`src/rtl/uart_frame_parser.sv`:
```
// rtl/uart_frame_parser.sv - UART byte-stream command frame parser for the UART-AXI4 bridge
//
// Hunts for SOF, then captures CMD, a little-endian 32-bit address, an optional
// write payload and a CRC8 (poly 0x07, init 0x00, over CMD..last DATA byte).
// A CRC-clean frame is held on frame_* until frame_valid && frame_ready.
//
// Ports:
//   clk, rst        system clock, asynchronous active-high reset
//   rx_data/rx_valid/rx_error   byte stream from the UART receiver
//   frame_valid/frame_ready     frame handshake towards the AXI master stage
//   frame_is_read, frame_len, frame_addr, frame_wdata   captured frame fields
//   err_valid/err_code          one-cycle error pulse (1 framing, 2 CRC,
//                               3 timeout, 4 overflow, 5 bad command)
//   busy            parser is somewhere other than IDLE
module uart_frame_parser #(
  parameter int unsigned CLK_FREQ_HZ  = 125_000_000,
  parameter logic [7:0]  SOF_BYTE     = 8'hA5,
  parameter int unsigned MAX_LEN      = 16,
  parameter int unsigned TIMEOUT_CLKS = 1_250_000
) (
  input  logic                 clk,
  input  logic                 rst,
  input  logic [7:0]           rx_data,
  input  logic                 rx_valid,
  input  logic                 rx_error,
  output logic                 frame_valid,
  input  logic                 frame_ready,
  output logic                 frame_is_read,
  output logic [4:0]           frame_len,
  output logic [31:0]          frame_addr,
  output logic [8*MAX_LEN-1:0] frame_wdata,
  output logic                 err_valid,
  output logic [2:0]           err_code,
  output logic                 busy
);

  // CMD[3:0] can request 16 bytes, so the buffer must hold at least that many.
  if (MAX_LEN < 16 || TIMEOUT_CLKS < 2 || CLK_FREQ_HZ == 0) begin : g_bad_params
    $error("uart_frame_parser: MAX_LEN must be >= 16, TIMEOUT_CLKS >= 2, CLK_FREQ_HZ > 0");
  end

  localparam int unsigned TW = $clog2(TIMEOUT_CLKS);

  localparam logic [2:0] S_IDLE = 3'd0;
  localparam logic [2:0] S_CMD  = 3'd1;
  localparam logic [2:0] S_ADDR = 3'd2;
  localparam logic [2:0] S_DATA = 3'd3;
  localparam logic [2:0] S_CRC  = 3'd4;
  localparam logic [2:0] S_HOLD = 3'd5;

  localparam logic [2:0] E_FRAMING  = 3'd1;
  localparam logic [2:0] E_CRC      = 3'd2;
  localparam logic [2:0] E_TIMEOUT  = 3'd3;
  localparam logic [2:0] E_OVERFLOW = 3'd4;
  localparam logic [2:0] E_BAD_CMD  = 3'd5;

  logic [2:0]           state_q, state_d;
  logic [TW-1:0]        tmo_q, tmo_d;
  logic [3:0]           cnt_q, cnt_d;
  logic [7:0]           crc_q, crc_d;
  logic                 is_read_q, is_read_d;
  logic [4:0]           len_q, len_d;
  logic [31:0]          addr_q, addr_d;
  logic [8*MAX_LEN-1:0] wdata_q, wdata_d;
  logic                 err_valid_q, err_valid_d;
  logic [2:0]           err_code_q, err_code_d;

  function automatic logic [7:0] crc8_update(input logic [7:0] crc, input logic [7:0] data);
    logic [7:0] x;
    x = crc ^ data;
    for (int i = 0; i < 8; i++) begin
      x = x[7] ? ({x[6:0], 1'b0} ^ 8'h07) : {x[6:0], 1'b0};
    end
    return x;
  endfunction

  always_comb begin
    state_d     = state_q;
    tmo_d       = tmo_q;
    cnt_d       = cnt_q;
    crc_d       = crc_q;
    is_read_d   = is_read_q;
    len_d       = len_q;
    addr_d      = addr_q;
    wdata_d     = wdata_q;
    err_valid_d = 1'b0;
    err_code_d  = 3'd0;

    case (state_q)
      S_IDLE: begin
        // Fresh frame: the buffer is wiped so unused payload bytes read as zero.
        if (rx_valid && !rx_error && rx_data == SOF_BYTE) begin
          state_d = S_CMD;
          tmo_d   = '0;
          cnt_d   = '0;
          crc_d   = '0;
          wdata_d = '0;
        end
      end

      S_HOLD: begin
        // The held frame is never touched; a stray byte is only reported.
        if (rx_valid) begin
          err_valid_d = 1'b1;
          err_code_d  = E_OVERFLOW;
        end
        if (frame_ready) begin
          state_d = S_IDLE;
        end
      end

      default: begin
        if (rx_valid) begin
          tmo_d = '0;
          if (rx_error) begin
            err_valid_d = 1'b1;
            err_code_d  = E_FRAMING;
          end else begin
            case (state_q)
              S_CMD: begin
                if (rx_data[6:4] != 3'b000) begin
                  err_valid_d = 1'b1;
                  err_code_d  = E_BAD_CMD;
                end else begin
                  is_read_d = rx_data[7];
                  len_d     = {1'b0, rx_data[3:0]} + 5'd1;
                  crc_d     = crc8_update(crc_q, rx_data);
                  cnt_d     = '0;
                  state_d   = S_ADDR;
                end
              end
              S_ADDR: begin
                addr_d[{cnt_q[1:0], 3'b000} +: 8] = rx_data;
                crc_d = crc8_update(crc_q, rx_data);
                if (cnt_q == 4'd3) begin
                  cnt_d   = '0;
                  state_d = is_read_q ? S_CRC : S_DATA;
                end else begin
                  cnt_d = cnt_q + 4'd1;
                end
              end
              S_DATA: begin
                wdata_d[{cnt_q, 3'b000} +: 8] = rx_data;
                crc_d = crc8_update(crc_q, rx_data);
                if ({1'b0, cnt_q} == len_q - 5'd1) begin
                  state_d = S_CRC;
                end else begin
                  cnt_d = cnt_q + 4'd1;
                end
              end
              default: begin
                if (rx_data == crc_q) begin
                  state_d = S_HOLD;
                end else begin
                  err_valid_d = 1'b1;
                  err_code_d  = E_CRC;
                end
              end
            endcase
          end
        end else if (tmo_q == TW'(TIMEOUT_CLKS - 1)) begin
          err_valid_d = 1'b1;
          err_code_d  = E_TIMEOUT;
        end else begin
          tmo_d = tmo_q + TW'(1);
        end

        // Every abort inside a frame lands here and drops the partial frame.
        if (err_valid_d) begin
          state_d = S_IDLE;
          tmo_d   = '0;
          cnt_d   = '0;
          crc_d   = '0;
          wdata_d = '0;
        end
      end
    endcase
  end

  always_ff @(posedge clk or posedge rst) begin
    if (rst) begin
      state_q     <= S_IDLE;
      tmo_q       <= '0;
      cnt_q       <= '0;
      crc_q       <= '0;
      is_read_q   <= 1'b0;
      len_q       <= '0;
      addr_q      <= '0;
      wdata_q     <= '0;
      err_valid_q <= 1'b0;
      err_code_q  <= '0;
    end else begin
      state_q     <= state_d;
      tmo_q       <= tmo_d;
      cnt_q       <= cnt_d;
      crc_q       <= crc_d;
      is_read_q   <= is_read_d;
      len_q       <= len_d;
      addr_q      <= addr_d;
      wdata_q     <= wdata_d;
      err_valid_q <= err_valid_d;
      err_code_q  <= err_code_d;
    end
  end

  assign frame_valid   = (state_q == S_HOLD);
  assign frame_is_read = is_read_q;
  assign frame_len     = len_q;
  assign frame_addr    = addr_q;
  assign frame_wdata   = wdata_q;
  assign err_valid     = err_valid_q;
  assign err_code      = err_code_q;
  assign busy          = (state_q != S_IDLE);

endmodule

```
`config.mk`:
```
export PLATFORM = sky130hd
export DESIGN_NAME = uart_frame_parser
export DESIGN_NICKNAME = d
export VERILOG_FILES = /design/src/rtl/uart_frame_parser.sv
export SDC_FILE = /design/constraint.sdc
export NUM_CORES = 1
export LEC_CHECK = 0
export ABC_AREA = 1
export CORE_MARGIN = 10
export CORE_UTILIZATION = 53
export CTS_CLUSTER_SIZE = 20
export DETAILED_ROUTE_END_ITERATION = 8
export HOLD_SLACK_MARGIN = 0.12
export PLACE_DENSITY = 0.8
export RECOVER_POWER = 100
export SETUP_SLACK_MARGIN = 0.15
export SKIP_LAST_GASP = 1
export SLEW_MARGIN = 20
export SYNTH_ARGS = -nofsm -noshare
export SYNTH_HDL_FRONTEND = slang
export SYNTH_SLANG_ARGS = --single-unit
export TNS_END_PERCENT = 100
```
`constraint.sdc`:
```
create_clock -name clk -period 6.8 [get_ports clk]
set_input_delay 0.68 -clock clk [delete_from_list [all_inputs] [get_ports clk]]
set_output_delay 0.68 -clock clk [all_outputs]
set_load 0.01 [all_outputs]
```
==> impl_metrics.prom <==
# TYPE chip_impl_metric gauge
chip_impl_metric{name="fin_crit",unit="ns"} 5.287
chip_impl_info{name="most_used_cell_cp",value="nand2_1"} 1
chip_impl_metric{name="synthesis_to_layout_area_growth",unit="%"} 25.27
chip_impl_metric{name="seqPwrFrac",unit=""} 0.348
chip_impl_info{name="cts_tree",value="yes"} 1
chip_impl_metric{name="post_route_cells_drive_above_1_share",unit=""} 0.03329
chip_impl_metric{name="track_usage",unit=""} 0.2327
chip_impl_info{name="rsz_0062_raised_after_global_routing",value="false"} 1
chip_impl_metric{name="cellLeakagePower",unit="nW"} 7.048
chip_impl_metric{name="max_cap_viol_count",unit=""} 3
chip_impl_info{name="path_cells",value="dlygate4sd3_1 > inv_1 > ha_1 > nand2_1 > nor2_1 > nand3_1 > nand2_1 > nand2_1 > inv_1 > nand2_1 > inv_1 > nand2_1 > clkinv_2 > buf_4 > nand3_1 > nand2_1"} 1
chip_impl_metric{name="tritoncts_num_sinks",unit=""} 206
chip_impl_metric{name="critPathMaxStageDelay",unit="ns"} 0.66
chip_impl_metric{name="pwr-share-comb",unit=""} 0.368
chip_impl_metric{name="die_w",unit="µm"} 158.9
chip_impl_metric{name="finalHoldViolCount",unit=""} 0
chip_impl_metric{name="wl_per_cell",unit="µm"} 17.43
chip_impl_info{name="dominant_combinational_cell_family_by_area_after_synthesis",value="simple AND/OR/NAND/NOR gates"} 1
chip_impl_metric{name="utilization",unit=""} 0.6799
chip_impl_metric{name="cts_htree_levels",unit=""} 1
chip_impl_info{name="worstHoldPathType",value="reg2reg"} 1
chip_impl_metric{name="synth-adder-area-share",unit=""} 0.01592
chip_impl_metric{name="fin_worst_skew",unit="ns"} 0.01478
chip_impl_metric{name="grt_max_degree",unit=""} 81
chip_impl_metric{name="cts_setup_buffers",unit=""} 0
chip_impl_metric{name="avgSynthCellArea",unit="µm²"} 7.766
chip_impl_info{name="outcome",value="complete, but fails checks"} 1
chip_impl_metric{name="routed_vias_inst",unit=""} 5.480
chip_impl_info{name="setup.worst_path.class",value="in2reg"} 1
chip_impl_metric{name="critical_path_required",unit="ns"} 7.23
chip_impl_metric{name="synth_simple_gate_area_frac",unit=""} 0.3537
chip_impl_metric{name="ff2ff_setup_slack",unit="ns"} 2.44
chip_impl_metric{name="i_o_pins",unit=""} 185
chip_impl_metric{name="via_count",unit=""} 9655
chip_impl_info{name="cts_root_buffer_type",value="clkbuf_16"} 1
chip_impl_metric{name="share_clk_of_total_power",unit=""} 0.283
chip_impl_metric{name="post_synth_inst_count",unit=""} 1316
chip_impl_info{name="timing.critical_path.to_type",value="flop"} 1
chip_impl_metric{name="vias_in_the_first_global_route",unit=""} 9136
chip_impl_metric{name="p_total",unit="mW"} 4.066
chip_impl_metric{name="design.final.nets",unit=""} 1512
chip_impl_metric{name="synth_compound_gate_area_share",unit=""} 0.04518
chip_impl_metric{name="report.final.setup_viol",unit=""} 0
chip_impl_metric{name="max_clock_freq",unit="GHz"} 0.1891
chip_impl_info{name="worst_setup_path_start_kind",value="input pin"} 1
chip_impl_metric{name="grt_antenna_before_repair",unit=""} 0
chip_impl_metric{name="remaining_drc_errors",unit=""} 0
chip_impl_info{name="mostFrequentLayoutCells",value="nand2_1, nand3_1, dfrtp_1"} 1
chip_impl_metric{name="cts_buffer_depth",unit=""} 3
chip_impl_metric{name="powerDensity",unit="nW/µm²"} 317.6
chip_impl_metric{name="netSwitchingFraction",unit=""} 0.4151
chip_impl_metric{name="post_synth_mux_area_share",unit=""} 0
chip_impl_metric{name="port_buffers",unit=""} 184
chip_impl_info{name="layout_commonest_cell",value="nand2_1"} 1
chip_impl_metric{name="initialDrtViolationCount",unit=""} 801
chip_impl_metric{name="grt_first_pass_wirelength",unit="mm"} 49.35
chip_impl_metric{name="synth_nets",unit=""} 1342
chip_impl_metric{name="cts-resized-gates",unit=""} 0
chip_impl_metric{name="cts.clk_slew.worst_paths",unit="ns"} 0.06
chip_impl_metric{name="worst_hold_margin",unit="ns"} 0.4756
chip_impl_metric{name="postRouteAntennaNets",unit=""} 0
chip_impl_metric{name="worst_slew_margin_relative_to_its_limit",unit=""} -0.9651
chip_impl_metric{name="hpwl",unit="mm"} 21.62
chip_impl_metric{name="cts_made_buffers",unit=""} 23
chip_impl_metric{name="globalplace.congestion",unit=""} 0.9423
chip_impl_metric{name="dieArea",unit="µm²"} 25240
chip_impl_metric{name="cell_area_after_synthesis",unit="µm²"} 10220
chip_impl_metric{name="fin_crit_sh",unit=""} 0.7775
chip_impl_metric{name="internal_power",unit="mW"} 2.378
chip_impl_metric{name="initial_core_util",unit=""} 0.5427
chip_impl_metric{name="yosys_warnings",unit=""} 0
chip_impl_metric{name="timing.critical_path.arrival",unit="ns"} 5.72
chip_impl_metric{name="critical_path_fanouts_max",unit=""} 66
chip_impl_info{name="critical-path-slowest-cell",value="dlygate4sd3_1"} 1
chip_impl_metric{name="fin_tns_setup",unit="ns"} 0
chip_impl_metric{name="post_synth_xor_xnor_area",unit=""} 0.01628
chip_impl_metric{name="power.ir.vdd_worst",unit="V"} 0.0002010
chip_impl_metric{name="ctsHoldBuffers",unit=""} 0
chip_impl_metric{name="grt-ovfl-total",unit=""} 0
chip_impl_info{name="failing_checks",value="max-capacitance violations, max-slew violations"} 1
chip_impl_metric{name="design.core.area",unit="µm²"} 18830
chip_impl_metric{name="clk_latency",unit="ns"} 0.51
chip_impl_metric{name="die_height",unit="µm"} 158.9
chip_impl_metric{name="fp-row-count",unit=""} 50
chip_impl_metric{name="totalWireLength",unit="mm"} 30.71
chip_impl_metric{name="power.net_switching",unit="mW"} 1.688
chip_impl_metric{name="n_antenna_cell",unit=""} 0
chip_impl_metric{name="postSynthRegisterBits",unit=""} 206
chip_impl_metric{name="yosysSeqAreaShare",unit=""} 0.5044
chip_impl_metric{name="count_of_different_cell_masters_after_synthesis",unit=""} 36
chip_impl_metric{name="drtPass1Iterations",unit=""} 5
chip_impl_metric{name="finalMaxSlewViolations",unit=""} 211
chip_impl_metric{name="worst_slew_pin_slew",unit="ns"} 2.932
==> critical path, delay by kind of cell <==
kind          cells  cell delay, ns
fa+ha+maj         1            0.21
buf+inv           6            3.30
simple gates      9            1.50
==> routing by layer <==
layer / up-vias / wire length (µm) / GRT usage
met5: - / 0 / 0
met4: 0 / 624 / 0.06276
met3: 43 / 2791 / 0.05861
met2: 447 / 13900 / 0.3599
met1: 4586 / 13390 / 0.3190
li1: 4579 / - / -
==> metrics by stage <==
stage	worst slack [ns]	area, µm²	std cells
after global placement	2.043	12150	1721
after floorplan	0.4959	10220	1316
after detailed placement	2.038	12150	1721
final	1.513	12800	1762
after CTS	2.514	12830	1762
after global routing	1.142	12800	1762
==> state kept, by name, summed over array words and instances (netlist names) <==
name / count
crc_q: 8
frame_wdata: 128
frame_len: 5
err_valid: 1
cnt_q: 4
err_code: 3
state_q: 3
frame_addr: 32
frame_is_read: 1
tmo_q: 21
==> path summary, 6_finish.rpt <==
| check | start | end | depth (start not counted) |
|---|---|---|---|
| max | rx_data[1] | frame_wdata[81]$_DFFE_PP0P_ | 16 |
| min | frame_wdata[66]$_DFFE_PP0P_ | frame_wdata[66]$_DFFE_PP0P_ | 2 |
| max reg2reg | state_q[2]$_DFFE_PP0P_ | frame_wdata[81]$_DFFE_PP0P_ | 12 |
| min reg2reg | frame_wdata[66]$_DFFE_PP0P_ | frame_wdata[66]$_DFFE_PP0P_ | 2 |
| max in group asynchronous | rst | crc_q[4]$_DFFE_PP0P_ | 3 |
| min in group asynchronous | rst | frame_wdata[69]$_DFFE_PP0P_ | 2 |
==> power by group through the flow <==
stage,logic (mW),registers [mW],clock network (mW)
2_1_floorplan,1.12,1.45,0
3_3_place_gp,1.49,1.44,0
3_5_place_dp,1.52,1.44,0
4_1_cts,1.52,1.42,1.16
5_1_grt,1.67,1.43,1.22
6_report,1.50,1.42,1.15
==> synth_stat cells <==
cell | instances | area share
o21bai_1 | 2 | 0.0015
nand3_4 | 1 | 0.0017
nand2_2 | 6 | 0.0037
a21oi_1 | 13 | 0.0064
nor2_2 | 3 | 0.0018
o22ai_1 | 1 | 0.00061
nand2_4 | 1 | 0.0011
inv_1 | 91 | 0.033
a21boi_0 | 1 | 0.00073
nor2_1 | 128 | 0.047
a31oi_1 | 1 | 0.00061
a22oi_1 | 1 | 0.00073
o21ai_1 | 1 | 0.00049
o21a_1 | 9 | 0.0066
nand3b_1 | 5 | 0.0037
clkinv_1 | 1 | 0.00037
a21oi_2 | 1 | 0.00086
nor3b_1 | 4 | 0.0029
xnor2_1 | 10 | 0.0086
clkbuf_1 | 10 | 0.0037
nor3_1 | 17 | 0.0083
buf_6 | 10 | 0.011
xor2_1 | 9 | 0.0077
a211oi_1 | 1 | 0.00073
nor3_2 | 2 | 0.0020
dfrtp_1 | 206 | 0.50
nand4_1 | 4 | 0.0024
inv_2 | 9 | 0.0033
o21ai_0 | 53 | 0.026
nor2_4 | 1 | 0.0011
nand2_1 | 443 | 0.16
nand3_1 | 234 | 0.11
buf_4 | 6 | 0.0044
nor4_1 | 1 | 0.00061
ha_1 | 13 | 0.016
buf_2 | 17 | 0.0083
==> logic make-up after synthesis <==
group           Yosys count
buf+inv                 144
fa+ha+maj                13
compound gates           84
flops                   206
xor+xnor                 19
simple gates            850
==> layout make-up <==
class / count / area [µm²]
fillers: 1536 / 6028
repair buffers: 188 / 1863
clock inverters: 6 / 37.54
multi-input cells: 966 / 4389
well taps: 260 / 325.3
flip-flops and latches: 206 / 5155
clock buffers: 35 / 650.6
inverters: 101 / 381.6
(Power assumes the default switching activity.)
